File: src/rtl/pipe_hazard_ctrl_if.sv
// Control bundle between the hazard sequencer and the pipeline registers.
// master = sequencer (hazard inputs in, enables/flushes out); slave = pipeline.
interface pipe_hazard_ctrl_if;
  logic [4:0]  id_rs;
  logic [4:0]  id_rt;
  logic        id_uses_rs;
  logic        id_uses_rt;
  logic        id_jump;
  logic        ex_mem_read;
  logic [4:0]  ex_rd;
  logic        ex_branch_taken;
  logic        irq;
  logic        irq_enable;
  logic        mem_busy;
  logic        pc_we;
  logic        ifid_we;
  logic        ifid_flush;
  logic        idex_flush;
  logic        exmem_we;
  logic        memwb_we;
  logic        irq_take;
  logic [1:0]  state;
  logic [31:0] stall_count;

  modport master (
    input  id_rs, id_rt, id_uses_rs, id_uses_rt,
    input  id_jump, ex_mem_read, ex_rd,
    input  ex_branch_taken, irq, irq_enable, mem_busy,
    output pc_we, ifid_we, ifid_flush, idex_flush,
    output exmem_we, memwb_we, irq_take,
    output state, stall_count
  );

  modport slave (
    output id_rs, id_rt, id_uses_rs, id_uses_rt,
    output id_jump, ex_mem_read, ex_rd,
    output ex_branch_taken, irq, irq_enable, mem_busy,
    input  pc_we, ifid_we, ifid_flush, idex_flush,
    input  exmem_we, memwb_we, irq_take,
    input  state, stall_count
  );
endinterface

File: src/rtl/pipe_hazard_ctrl.sv
// Sequencer for PC and the IF/ID, ID/EX, EX/MEM, MEM/WB registers.
// Ports: clk, reset (async high), hc (master: hazard in, we/flush out).
module pipe_hazard_ctrl #(
  parameter int LU_BUBBLES  = 1,
  parameter int IRQ_HOLDOFF = 2
) (
  input  logic          clk,
  input  logic          reset,
  pipe_hazard_ctrl_if.master hc
);

  typedef enum logic [1:0] {
    RUN      = 2'd0,
    LU_STALL = 2'd1,
    IRQ_HOLD = 2'd2
  } state_t;

  state_t      st, st_n;
  logic [1:0]  bub, bub_n;
  logic [3:0]  hold, hold_n;
  logic [31:0] scnt;
  logic        hz;
  logic        irq_ok;

  assign hz = hc.ex_mem_read
    && (hc.ex_rd != 5'd0)
    && ((hc.id_uses_rs && (hc.id_rs == hc.ex_rd))
     || (hc.id_uses_rt && (hc.id_rt == hc.ex_rd)));

  assign irq_ok = (st == RUN) && hc.irq
    && hc.irq_enable && !hz && !hc.id_jump;

  always_comb begin
    hc.pc_we      = 1'b1;
    hc.ifid_we    = 1'b1;
    hc.ifid_flush = 1'b0;
    hc.idex_flush = 1'b0;
    hc.exmem_we   = 1'b1;
    hc.memwb_we   = 1'b1;
    hc.irq_take   = 1'b0;
    st_n          = st;
    bub_n         = bub;
    hold_n        = hold;
    if (!reset) begin
      if (hc.mem_busy) begin
        hc.pc_we    = 1'b0;
        hc.ifid_we  = 1'b0;
        hc.exmem_we = 1'b0;
        hc.memwb_we = 1'b0;
      end else begin
        // Hold window runs down in parallel with any event below.
        if (st == IRQ_HOLD) begin
          hold_n = hold - 4'd1;
          if (hold <= 4'd1) st_n = RUN;
        end
        if (hc.ex_branch_taken) begin
          hc.ifid_flush = 1'b1;
          hc.idex_flush = 1'b1;
          if (st == LU_STALL) begin
            st_n  = RUN;
            bub_n = 2'd0;
          end
        end else if (st == LU_STALL) begin
          hc.pc_we      = 1'b0;
          hc.ifid_we    = 1'b0;
          hc.idex_flush = 1'b1;
          bub_n         = bub - 2'd1;
          if (bub <= 2'd1) st_n = RUN;
        end else if (irq_ok) begin
          hc.irq_take   = 1'b1;
          hc.ifid_flush = 1'b1;
          st_n          = IRQ_HOLD;
          hold_n        = 4'(IRQ_HOLDOFF);
        end else if (hc.id_jump) begin
          hc.ifid_flush = 1'b1;
        end else if (hz) begin
          hc.pc_we      = 1'b0;
          hc.ifid_we    = 1'b0;
          hc.idex_flush = 1'b1;
          // Extra bubbles only from RUN; in hold a hazard gets one.
          if (st == RUN && LU_BUBBLES > 1) begin
            st_n  = LU_STALL;
            bub_n = 2'(LU_BUBBLES - 1);
          end
        end
      end
    end
  end

  always_ff @(posedge clk or posedge reset) begin
    if (reset) begin
      st   <= RUN;
      bub  <= 2'd0;
      hold <= 4'd0;
      scnt <= 32'd0;
    end else begin
      st   <= st_n;
      bub  <= bub_n;
      hold <= hold_n;
      if (!hc.pc_we && scnt != 32'hFFFF_FFFF)
        scnt <= scnt + 32'd1;
    end
  end

  assign hc.state       = st;
  assign hc.stall_count = scnt;

endmodule
File: src/flat_wrapper.sv
// flat-port wrapper written by rule: the top's interface ports become plain ports
module pipe_hazard_ctrl_flat 
#(
  parameter int LU_BUBBLES  = 1,
  parameter int IRQ_HOLDOFF = 2
)
  (clk, reset, hc_id_rs, hc_id_rt, hc_id_uses_rs, hc_id_uses_rt, hc_id_jump, hc_ex_mem_read, hc_ex_rd, hc_ex_branch_taken, hc_irq, hc_irq_enable, hc_mem_busy, hc_pc_we, hc_ifid_we, hc_ifid_flush, hc_idex_flush, hc_exmem_we, hc_memwb_we, hc_irq_take, hc_state, hc_stall_count);
  pipe_hazard_ctrl_if hc_i ();
  input  logic clk;
  input  logic reset;
  input wire logic [$bits(hc_i.id_rs)-1:0] hc_id_rs;
  input wire logic [$bits(hc_i.id_rt)-1:0] hc_id_rt;
  input wire logic [$bits(hc_i.id_uses_rs)-1:0] hc_id_uses_rs;
  input wire logic [$bits(hc_i.id_uses_rt)-1:0] hc_id_uses_rt;
  input wire logic [$bits(hc_i.id_jump)-1:0] hc_id_jump;
  input wire logic [$bits(hc_i.ex_mem_read)-1:0] hc_ex_mem_read;
  input wire logic [$bits(hc_i.ex_rd)-1:0] hc_ex_rd;
  input wire logic [$bits(hc_i.ex_branch_taken)-1:0] hc_ex_branch_taken;
  input wire logic [$bits(hc_i.irq)-1:0] hc_irq;
  input wire logic [$bits(hc_i.irq_enable)-1:0] hc_irq_enable;
  input wire logic [$bits(hc_i.mem_busy)-1:0] hc_mem_busy;
  output wire logic [$bits(hc_i.pc_we)-1:0] hc_pc_we;
  output wire logic [$bits(hc_i.ifid_we)-1:0] hc_ifid_we;
  output wire logic [$bits(hc_i.ifid_flush)-1:0] hc_ifid_flush;
  output wire logic [$bits(hc_i.idex_flush)-1:0] hc_idex_flush;
  output wire logic [$bits(hc_i.exmem_we)-1:0] hc_exmem_we;
  output wire logic [$bits(hc_i.memwb_we)-1:0] hc_memwb_we;
  output wire logic [$bits(hc_i.irq_take)-1:0] hc_irq_take;
  output wire logic [$bits(hc_i.state)-1:0] hc_state;
  output wire logic [$bits(hc_i.stall_count)-1:0] hc_stall_count;
  assign hc_i.id_rs = hc_id_rs;
  assign hc_i.id_rt = hc_id_rt;
  assign hc_i.id_uses_rs = hc_id_uses_rs;
  assign hc_i.id_uses_rt = hc_id_uses_rt;
  assign hc_i.id_jump = hc_id_jump;
  assign hc_i.ex_mem_read = hc_ex_mem_read;
  assign hc_i.ex_rd = hc_ex_rd;
  assign hc_i.ex_branch_taken = hc_ex_branch_taken;
  assign hc_i.irq = hc_irq;
  assign hc_i.irq_enable = hc_irq_enable;
  assign hc_i.mem_busy = hc_mem_busy;
  assign hc_pc_we = hc_i.pc_we;
  assign hc_ifid_we = hc_i.ifid_we;
  assign hc_ifid_flush = hc_i.ifid_flush;
  assign hc_idex_flush = hc_i.idex_flush;
  assign hc_exmem_we = hc_i.exmem_we;
  assign hc_memwb_we = hc_i.memwb_we;
  assign hc_irq_take = hc_i.irq_take;
  assign hc_state = hc_i.state;
  assign hc_stall_count = hc_i.stall_count;
  pipe_hazard_ctrl #(.LU_BUBBLES(LU_BUBBLES), .IRQ_HOLDOFF(IRQ_HOLDOFF)) u_core (.clk(clk), .reset(reset), .hc(hc_i));
endmodule
File: config.mk
export PLATFORM = sky130hd
export DESIGN_NAME = pipe_hazard_ctrl_flat
export DESIGN_NICKNAME = d
export VERILOG_FILES = /design/src/rtl/pipe_hazard_ctrl_if.sv /design/src/rtl/pipe_hazard_ctrl.sv /design/src/flat_wrapper.sv
export SDC_FILE = /design/constraint.sdc
export NUM_CORES = 1
export LEC_CHECK = 0
export CAP_MARGIN = 20
export CORE_ASPECT_RATIO = 0.5
export CORE_MARGIN = 4
export CORE_UTILIZATION = 25
export DETAILED_ROUTE_END_ITERATION = 7
export PLACE_DENSITY = 0.44
export SLEW_MARGIN = 0
export SYNTH_ARGS = -nofsm -noshare
export SYNTH_HDL_FRONTEND = slang
export SYNTH_SLANG_ARGS = --single-unit
File: constraint.sdc
create_clock -name clk -period 2.75 [get_ports clk]
set_input_delay 0.275 -clock clk [delete_from_list [all_inputs] [get_ports clk]]
set_output_delay 0.275 -clock clk [all_outputs]
set_load 0.005 [all_outputs]
Word level (Yosys, flattened, before mapping)
Index checks and enable logic that the tools add are counted.
{ "totals": {"input_bits": 25, "ff_bits": 40, "out_inout_bits": 41, "wordCells": 74} }
{ "classes": {"reduce_logical": 17, "bitwise_logic": 2, "order_cmp": 2, "mux": 41, "eq_ne": 5, "add_sub_neg": 3} }
{ "op_table": {"columns": ["op", "count"], "rows": [
  ["adder 32 x 1 -> 32 bit (second input constant)", 1],
  ["!= test 32 bit (second input constant)", 1],
  ["2-to-1 mux 1 bit", 27],
  ["2-to-1 mux 2 bit", 10],
  ["2-to-1 mux 4 bit", 4],
  ["== test 5 bit", 2],
  ["logical AND 1 bit", 9],
  ["nonzero test 5 bit", 1],
  ["<= comparator 4 x 1 -> 1 bit (second input constant)", 1],
  ["subtractor 4 x 1 -> 4 bit (second input constant)", 1],
  ["zero test 1 bit", 3],
  ["AND reduction 3 bit", 1],
  ["== test 2 x 1 -> 1 bit (second input constant)", 1],
  ["== test 2 bit (second input constant)", 1],
  ["<= comparator 2 x 1 -> 1 bit (second input constant)", 1],
  ["zero test 2 bit", 1],
  ["inverter 1 bit", 2],
  ["AND reduction 2 bit", 1],
  ["subtractor 2 x 1 -> 2 bit (second input constant)", 1],
  ["logical OR 1 bit", 1]
]} }

Longest topological paths before layout
{ "depth": {"ltp_word": 14, "mapped_depth": 8, "mapped_depth_nobuf": 6} }

Worst setup path after synthesis
No wires, ideal clock.
{ "synth_path": {"path_kind": "input to register", "startpoint": "input port reset", "endpoint": "register u_core.scnt[31] (netlist: u_core.hc.stall_count[31])", "cell_stages": 8, "slack_ns": 0.010, "n_path_buf": 2, "t_required_ns": 2.671, "arrival_time_ns": 2.661, "path_cell_list": "clkbuf_1 > inv_1 > o21ai_0 > o221ai_1 > o211ai_4 > buf_6 > nor4_1 > xor2_1"} }
{ "synth_via": {"elab_chain_cells": 3} }
{ "synth_rtl": {"columns": ["item", "line", "rtl"], "rows": [
  ["from (decl)", "flat_wrapper.sv:10", "input logic reset;"],
  ["2-to-1 mux 1 bit", "pipe_hazard_ctrl.sv:44", "if (!reset) begin"],
  ["zero test 1 bit", "pipe_hazard_ctrl.sv:100", "if (!hc.pc_we && scnt != 32'hFFFF_FFFF)"],
  ["logical AND 1 bit", "pipe_hazard_ctrl.sv:100", null],
  ["to (signal assigned)", "pipe_hazard_ctrl.sv:101", "scnt <= scnt + 32'd1;"],
  ["to (decl)", "pipe_hazard_ctrl.sv:21", "logic [31:0] scnt;"]
]} }
Every way passes these cells.
A chain may end at the register's enable or synchronous reset.

Worst setup path after layout
{ "layout_path": {"startpoint": "input port hc_ex_rd[0]", "endpoint": "output port hc_irq_take"} }
{ "layout_via": {"elab_chain_cells": 12, "elab_cells_between_ends": 16, "cone_classes": "eq/ne (2); mux (5); reduce/logical (9)"} }
{ "layout_rtl": {"columns": ["item", "line", "rtl"], "rows": [
  ["from (decl)", "flat_wrapper.sv:17", "input wire logic [$bits(hc_i.ex_rd)-1:0] hc_ex_rd;"],
  ["== test 5 bit (on tied branches)", "pipe_hazard_ctrl.sv:27, pipe_hazard_ctrl.sv:28", null],
  ["logical AND 1 bit (on tied branches)", "pipe_hazard_ctrl.sv:27, pipe_hazard_ctrl.sv:28", null],
  ["logical OR 1 bit", "pipe_hazard_ctrl.sv:28", "|| (hc.id_uses_rt && (hc.id_rt == hc.ex_rd)));"],
  ["logical AND 1 bit (*)", "pipe_hazard_ctrl.sv:27", "&& ((hc.id_uses_rs && (hc.id_rs == hc.ex_rd))"],
  ["zero test 1 bit (*)", "pipe_hazard_ctrl.sv:31", "&& hc.irq_enable && !hz && !hc.id_jump;"],
  ["logical AND 1 bit (*) (2 in a row)", "pipe_hazard_ctrl.sv:31", null],
  ["2-to-1 mux 1 bit (*)", "pipe_hazard_ctrl.sv:69", "end else if (irq_ok) begin"],
  ["2-to-1 mux 1 bit (*)", "pipe_hazard_ctrl.sv:63", "end else if (st == LU_STALL) begin"],
  ["2-to-1 mux 1 bit (*)", "pipe_hazard_ctrl.sv:56", "if (hc.ex_branch_taken) begin"],
  ["2-to-1 mux 1 bit (*)", "pipe_hazard_ctrl.sv:45", "if (hc.mem_busy) begin"],
  ["2-to-1 mux 1 bit (*)", "pipe_hazard_ctrl.sv:44", null],
  ["to (decl)", "flat_wrapper.sv:28", "output wire logic [$bits(hc_i.irq_take)-1:0] hc_irq_take;"]
]} }
Every way passes the cells marked *; elsewhere a longest branch is shown, timed or not.

==> flow_summary_export.csv <==
group,metric,value,unit
floorplan,coreArea,0.00877,mm2
synth,synth_most_common_cell,"dfrtp_1",
global_routing,grt_use_total,11.8,%
clock_network,clk_path_buf_depth,2,
layout,fill_cells,893,
synth,synthArstFlopShare,100,%
timing,finalHoldViolations,0,
power_and_ir_drop,comb_power_share,22.3,%
routing,drc,0,
clock_network,h-tree-depth,2,
power_and_ir_drop,p_sw,0.467,mW
routing,drtIter0Drc,61,
hold_path,min_from,"u_core.hc.stall_count[5]",
worst_setup_path,critical_path_required,2480,ps
synth,synth_commonest_cells,"40 x dfrtp_1, 29 x xor2_1, 19 x nand2_1, 19 x nor2_1, 15 x nor3_1",
synth,synth_warnings,0,
timing,finalClockSkew,4.88,ps
synth,syn-num-nets,260,
routing,routed-wl-met2,2860,um
global_routing,antenna_found_initial,0,
floorplan,start_util,25.8,%
outcome,status,"finished, final reports clean",
synth,synth_area,0.00227,mm2
worst_setup_path,startpoint,"hc_ex_rd[0]",
timing,fmax,385,MHz
power_and_ir_drop,power.share.sequential,42.4,%
synth,synthTopCellsByArea,"dfrtp_1 44%, xor2_1 11%, xnor2_1 5.4%",
clock_network,clockRootBuffer,"clkbuf_16",
floorplan,die_x,143,um
layout,regArea,0.00100,mm2
synth,synthFlopType,"dfrtp_1",
placement,port_buffers,65,
routing,viasPerCell,4.53,
placement,post_dp_cell_area,0.00315,mm2
synth,yosysTopAreaCell,"dfrtp_1",
clock_network,clkSinkCount,40,
worst_setup_path,path_class,"in -> out",
placement,dp_cells,423,
layout,antenna_cells,0,
timing,fin_crit,2600,ps
power_and_ir_drop,internal_power,1.22,mW
global_routing,overflow,0,
layout,finalInstanceArea,0.00332,mm2
worst_setup_path,critPathArrivalTime,2320,ps
power_and_ir_drop,sw_frac_of_total,27.7,%
floorplan,dieArea,0.0107,mm2
worst_setup_path,timing.rr.start,"u_core.hc.stall_count[6]",
synth,synth_top_cell_area_share,44.2,%
timing,setup_viol,0,
synth,synth_edf_count,0,
routing,dr.max_layer_used,"met4",
power_and_ir_drop,pwr-share-clk,35.3,%
routing,met3_length,215,um
worst_setup_path,r2r_setup_slack,220,ps
run,cap_violations,0,
global_routing,grt_max_degree,42,
hold_path,hp-class,"reg -> reg",
clock_network,insertion_delay,280,ps
worst_setup_path,crit_path_max_fanout,3,
clock_network,cts_setup_buffers,0,
synth,syn_area_per_cell,9.81,um2
routing,vias,1952,
routing,ant_nets,0,
timing,max-slew-margin-rel,46.5,%
global_routing,grt_pass1_wl,10100,um
placement,hpwlAfterDp,4520,um
global_routing,grt_pass1_vias,1993,
layout,multiInputGateArea,0.00117,mm2
timing,finalCritPeriodShare,94.5,%
power_and_ir_drop,power.leakage,1.49,nW
timing,rsz0062_at_grt,"no",
layout,area.growth.synth_to_final,46.4,%
layout,layout.nets,342,
clock_network,clk_pin_slew,60,ps
synth,ys_types,44,
routing,routedWlPerCell,14.0,um
floorplan,io_pins,66,
placement,place.gp.congestion,0.781,
synth,seq_area_frac_synth,44.2,%
worst_setup_path,crit_path_start_kind,"input pin",
layout,instances_no_fill,431,
routing,drt_wl_total,6030,um
clock_network,cts_buffers,5,
timing,fin_tns_setup,0,ps
timing,drv_slew,0,
routing,wl_met1,2900,um
layout,final_layout_size_suffix_gt1_share,12.7,%
floorplan,die_y,75.3,um
floorplan,rows,24,
worst_setup_path,cp-end-kind,"primary output",
routing,dr.pass1.iters,4,
synth,ys_ff_latch,40,
synth,synthCells,231,
timing,worstMarginPinSlew,799,ps
clock_network,cts_tree,"yes",
power_and_ir_drop,ir_drop,0.213,mV
power_and_ir_drop,powerDensity,507,mW/mm2
-- layout make-up --
type	count	share of cell area, %
inverter	7	0.792
multi-input combinational	172	35.4
clock buffer	7	4.30
timing repair buffer	87	24.7
tap	117	4.41
clock inverter	1	0.226
sequential	40	30.2
-- critical path, stage by stage --
cell and delay (ps):
clkdlybuf4s50_1 420, or4_1 550, o21ai_2 160, nand2b_1 180
and4_1 230, clkdlybuf4s50_1 510
-- power groups by stage --
stage               registers (mW)  logic, mW  clock network, mW
finish                       0.714      0.374              0.594
floorplan                    0.710      0.200                  0
global placement             0.724      0.370                  0
detailed placement           0.726      0.379                  0
CTS                          0.716      0.382              0.621
global route                 0.726      0.420              0.646
-- layout by cell type, fill, tap and decap left out, types with 4 or more instances in the layout --
master,instances
nand4_1,8
nor3_1,15
and4_1,4
buf_4,22
nor4_1,13
nand2_1,19
nor2_1,19
dfrtp_1,40
xnor2_1,14
clkbuf_16,5
xor2_1,29
ha_1,4
inv_1,7
clkdlybuf4s50_1,64
nand3_1,12
-- layer usage --
layer,track usage (%),vias to the layer above
met5,0,-
met4,2.85,0
met3,3.13,5
met2,19.8,29
met1,15.5,933
li1,-,985
-- cells by family (layout without fill, tap and decap cells) --
group | count (synthesis) | after routing | share of synthesized area, %
DFF | 40 | 40 | 44.2
buffers and inverters | 19 | 102 | 4.64
adders and majority gates | 4 | 4 | 2.21
xor gates and xnor gates | 43 | 43 | 16.6
AOI/OAI and AO/OA | 16 | 16 | 5.85
and+or+nand+nor | 106 | 106 | 25.0
muxes | 3 | 3 | 1.49
-- through the flow --
step                util, %  worst slack [ps]  power [mW]  hold slack, ps
finish                 37.8               152        1.68             486
global route           37.8              24.1        1.79             514
CTS                    37.6              47.1        1.72             496
detailed placement     35.9              47.1        1.10             483
global placement       35.9              42.9        1.09             483
floorplan                 -              9.54       0.910             477
-- sequential cells by signal, indices dropped and copies added, names as in the netlist --
name / count
u_core.hc.stall_count: 32
u_core.hold: 4
u_core.bub: 2
u_core.hc.state: 2
-- what timing repair did --
action / in CTS / in global routing
hold endpoints to repair: 0 / 0
setup endpoints to repair: 0 / 4
hold buffers: 0 / 0
resized for setup: 0 / 6
-- path summary, 6_finish.rpt --
path | end | cells after the start
min in group asynchronous | u_core.hc.state[0] | 3
min | u_core.hc.stall_count[5] | 1
max | hc_irq_take | 6
max reg2reg | u_core.hc.stall_count[8] | 7
max in group asynchronous | u_core.hc.stall_count[15] | 3
min reg2reg | u_core.hc.stall_count[5] | 1
Power figures use the tool's default switching activity.
